File: src/rtl/dpa_sched.sv
// Diagonal-priority matching scheduler: computes a maximal N x N matching from a
// request matrix by sweeping diagonals from a rotating pointer, with a registered grant handshake.
module dpa_sched #(
    parameter int N        = 4,
    parameter int PTR_MODE = 0
) (
    input  logic                       clk,
    input  logic                       rst,
    input  logic [N*N-1:0]             req,
    input  logic                       req_valid,
    output logic                       req_ready,
    input  logic                       freeze,
    output logic [N*N-1:0]             grant,
    output logic                       grant_valid,
    input  logic                       grant_ready,
    output logic [$clog2(N+1)-1:0]     match_cnt,
    output logic [$clog2(N)-1:0]       ptr_out
);

    localparam int PW = $clog2(N);
    localparam int CW = $clog2(N+1);

    logic [PW-1:0]  ptr;
    logic [PW-1:0]  ptr_inc;
    logic [N*N-1:0] grant_nxt;
    logic [CW-1:0]  cnt_nxt;
    logic [N-1:0]   row_busy;
    logic [N-1:0]   col_busy;
    logic           capture;
    logic           advance;
    int             d;
    int             j;

    assign req_ready = ~grant_valid | grant_ready;
    assign capture   = req_valid & req_ready;
    assign ptr_inc   = (ptr == PW'(N-1)) ? '0 : ptr + 1'b1;
    assign advance   = capture & ~freeze & ((PTR_MODE == 0) | (|grant_nxt));

    // Cells on one diagonal never share a row or column, so updating the busy
    // masks while walking a diagonal cannot affect other cells of that diagonal.
    always_comb begin
        grant_nxt = '0;
        row_busy  = '0;
        col_busy  = '0;
        d         = 0;
        j         = 0;
        for (int k = 0; k < N; k++) begin
            for (int i = 0; i < N; i++) begin
                d = int'(ptr) + k;
                if (d >= N) d = d - N;
                j = i + d;
                if (j >= N) j = j - N;
                if (req[i*N+j] && !row_busy[i] && !col_busy[j]) begin
                    grant_nxt[i*N+j] = 1'b1;
                    row_busy[i]      = 1'b1;
                    col_busy[j]      = 1'b1;
                end
            end
        end
    end

    always_comb begin
        cnt_nxt = '0;
        for (int b = 0; b < N*N; b++) begin
            cnt_nxt = cnt_nxt + CW'(grant_nxt[b]);
        end
    end

    // NOTE: state registers use non-blocking assignments so every flop samples
    // pre-edge values; the async reset clears all of them, including grant.
    always_ff @(posedge clk or posedge rst) begin
        if (rst) begin
            grant       <= '0;
            grant_valid <= 1'b0;
            match_cnt   <= '0;
            ptr_out     <= '0;
            ptr         <= '0;
        end else begin
            if (capture) begin
                grant       <= grant_nxt;
                match_cnt   <= cnt_nxt;
                ptr_out     <= ptr;
                grant_valid <= 1'b1;
            end else if (grant_ready) begin
                grant_valid <= 1'b0;
            end
            if (advance) begin
                ptr <= ptr_inc;
            end
        end
    end

endmodule

File: config.mk
export PLATFORM = sky130hd
export DESIGN_NAME = dpa_sched
export DESIGN_NICKNAME = d
export VERILOG_FILES = /design/src/rtl/dpa_sched.sv
export SDC_FILE = /design/constraint.sdc
export NUM_CORES = 1
export LEC_CHECK = 0
export ABC_AREA = 1
export ABC_CLOCK_PERIOD_IN_PS = 24600
export BUFFER_PORTS_ARGS = -buffer_cell sky130_fd_sc_hd__buf_2
export CORE_MARGIN = 5
export CORE_UTILIZATION = 30
export CTS_BUF_LIST = sky130_fd_sc_hd__clkbuf_2
export DETAILED_ROUTE_END_ITERATION = 16
export GPL_ROUTABILITY_DRIVEN = 0
export SYNTH_ARGS = -nofsm -noshare
export SYNTH_HDL_FRONTEND = slang
export SYNTH_SLANG_ARGS = --single-unit
File: constraint.sdc
create_clock -name clk -period 24.6 [get_ports clk]
set_input_delay 3.69 -clock clk [delete_from_list [all_inputs] [get_ports clk]]
set_output_delay 3.69 -clock clk [all_outputs]
set_load 0.005 [all_outputs]
==> impl_summary.txt <==
----------------------------------------------------
[Min path]
  Hold-critical path depth ... 2
  Hold/Removal Path Class ... flop to flop

[Detailed routing]
  Mean number of vias per cell ... 5.278
  Detailed-router iteration count before antenna repair ... 6
  DRC violation count after routing ... 0
  Total wirelength of the detailed-routed design ... 18140 um
  1st-iter DRT viols ... ~630
  Antenna viol nets, final ... 0
  Via count ... approximately 5.8k
  Wire length per cell after detailed routing ... 16.44 um

[Synthesis]
  Count of flip-flops with a built-in enable after synthesis ... 0
  Area fraction in compound gates after synthesis ... 14.62%
  Portion of the post-synthesis area used by sequential elements ... 11.43%
  Mux share of post-synthesis cell area ... 0.5716%
  Main combinational cell family by area after synthesis ... simple AND/OR/NAND/NOR gates
  Synthesized area ... 5254 um2
  Distinct cell type count of the synthesized netlist ... 55
  Leading register cell type out of synthesis ... dfrtp_1
  Syn. warnings ... 0
  Adder-cell share of the synthesized area ... 12.15%
  Synthesized instance count ... 840
  Area share of xor/xnor cells in the synthesized design ... 1.000%
  Average size of a mapped cell ... between 6 and 7 um2
  Share of flip-flops with an asynchronous set or reset ... 100.0%
  Register bit count reported by yosys ... 24
  Simple-Gate Fraction of Synth Area ... 47.63%

[Final layout]
  Number of antenna repair diodes ... 0
  Final core utilization ... around a third
  Commonest non-fill, non-tap cells in the layout ... nand2_1, inv_1, nor2_1
  Post-layout net count ... 945
  Share of final-layout standard cells stronger than drive strength 1 ... roughly a fifth
  Synth-to-Final Area Change ... 9.193%
  Post-route cell area ... 5737 um2
  Fillers ... 1921
  Most common library cell in the layout ignoring fill and taps ... nand2_1

[Floorplan]
  Count of pins on the block boundary ... 44
  Die Wd ... 142.3 um
  Die footprint ... 20260 um2
  Initial standard-cell utilization of the core ... 30.48%
  DIE HEIGHT ... 142.3 um
  Area of the core ... 17240 um2
  Row cnt ... 48

[Critical path]
  WP data required ... 24870 ps
  Kind of start point of the critical path ... primary input
  Depth of the worst register-to-register path ... 73
  Class of the most critical setup path ... primary input to flop
  Signal arrival time at the worst endpoint ... 14110 ps
  Most common cell on crit path ... nand2_1
  Delay contributed by the slowest stage of the critical path ... 500 ps
  Slowest stage cell, crit path ... fa_1
  Critical path capture point type ... flop
  Max Fanout on Critical Path ... 9

[CTS]
  Clock sink count ... 24
  H-tree Lvls ... 1
  Clock-pin slew on the worst setup and hold paths ... 240 ps
  Clock root buffer ... clkbuf_2
  Clock insertion delay at the later pin of the skew report ... 350 ps
  Number of gates given a new drive strength after cts ... 0
  Total CTS buffers ... 3
  Post-CTS Hold Buffers ... 0
  Number of buffers on the longest clock path ... 2
  CTS tree ... yes
  Number of post-CTS setup repair buffers ... 0

[Flow run]
  Number of max-capacitance violations reported ... 0

[Global route]
  Total overflow reported by the global router ... 0
  Largest net degree at the start of global routing ... 40
  Initial antenna violation count ... 0
  Vias in the first global route ... 5401
  Wire length of the first global-routing pass ... 29070 um
  Gr usage total ... 17.73%

[Timing]
  Worst clock skew ... 17.51 ps
  Hold slack ... 510.7 ps
  Maximum frequency from static timing analysis ... slightly above 70 MHz
  Unrepaired setup endpoints after global routing ... no
  Worst relative slew slack ... 27.85%
  Tcrit/Tclk final ... 56.26%
  Clock period minus final worst setup slack ... 13840 ps
  Worst Max-Slew Pin Slew ... 1075 ps
  TNS Setup ... 0 ps
  Setup Viol. Count Final ... 0
  Final hold violation count ... 0
  Final count of pins violating max slew ... 0

[Placed design]
  Post-detailed-placement cell area ... 5692 um2
  Post-DP HPWL ... around 15000 um
  Number of buffers inserted by port buffering ... 43

[Outcome]
  Outcome ... completed

----------------------------------------------------
[sequential cells by signal (all words and copies together) (netlist names)]
signal,count
grant,16
grant_valid,1
match_cnt,3
ptr,2
ptr_out,2
[synth_stat cells, drive strengths merged (3+ instances only)]
| library cell | n | area (um2) |
|---|---|---|
| o21bai | 5 | 45.04 |
| a31oi | 8 | 50.05 |
| o211ai | 5 | 37.54 |
| buf | 18 | 118.9 |
| o22ai | 5 | 31.28 |
| nand3 | 98 | 763.2 |
| inv | 133 | 501.7 |
| a211oi | 4 | 30.03 |
| nor2 | 84 | 437.9 |
| clkbuf | 4 | 15.01 |
| ha | 35 | 437.9 |
| xor2 | 4 | 35.03 |
| nor4 | 8 | 50.05 |
| nor3 | 9 | 45.04 |
| nand2 | 244 | 963.4 |
| fa | 10 | 200.2 |
| a21oi | 22 | 147.6 |
| o2111ai | 3 | 26.28 |
| mux2i | 3 | 30.03 |
| nand4 | 30 | 187.7 |
| clkinv | 5 | 18.77 |
| o21ai | 55 | 279.0 |
| dfrtp | 24 | 600.6 |
[worst max-delay path, delay by kind of cell]
| family | cells | cell delay [ps] |
|---|---|---|
| AO/OA/AOI/OAI | 4 | 720 |
| AND/OR/NAND/NOR | 59 | 6530 |
| adder cells (fa/ha/maj) | 6 | 2470 |
| XOR/XNOR | 2 | 330 |
| buffers and inverters | 6 | 360 |
[logic make-up (layout without fill, tap and decap cells)]
family          count (synthesis)  count (layout)
simple gates                  481             481
fa+ha+maj                      45              45
other cells                     2               8
mux                             3               3
compound gates                119             119
flops                          24              24
buf+inv                       160             192
xor+xnor                        6               6
[area by class of cell]
type,instances,area [um2],area share (%)
Tap cell,225,281.5,4.907
Clock buffer,3,15.01,0.2617
Multi-Input combinational cell,662,4021,70.10
Clock inverter,1,30.03,0.5234
Sequential cell,24,600.6,10.47
Inverter,138,520.5,9.073
Timing Repair Buffer,50,267.8,4.667
[final timing paths]
check	from	end	slack (ps)
worst min-delay path	grant[7]$_DFFE_PP0P_	grant[7]$_DFFE_PP0P_	510
max in group asynchronous	rst	grant[0]$_DFFE_PP0P_	20560
min in group asynchronous	rst	match_cnt[0]$_DFFE_PP0P_	3480
worst max register to register	ptr[0]$_DFFE_PP0P_	match_cnt[2]$_DFFE_PP0P_	12170
worst min register to register	grant[7]$_DFFE_PP0P_	grant[7]$_DFFE_PP0P_	510
worst max-delay path	req[3]	match_cnt[2]$_DFFE_PP0P_	10760
[stage by stage]
stage | std cells | setup WS, ps
final | 1103 | 10760
after CTS | 1103 | 10910
after global placement | 1099 | 10520
after detailed placement | 1099 | 10480
after global routing | 1103 | 9912
after floorplan | 846 | 12180
[per-layer routing]
| layer | GRT usage, % | routed length (um) |
|---|---|---|
| met5 | 0 | 0 |
| met1 | 24.36 | 7894 |
| met3 | 3.125 | 1581 |
| met2 | 27.75 | 7771 |
| met4 | 6.803 | 888 |
Power is left out: the tool's default activity adds up to more than one toggle a clock period on the data nets, which glitch-free logic cannot reach.
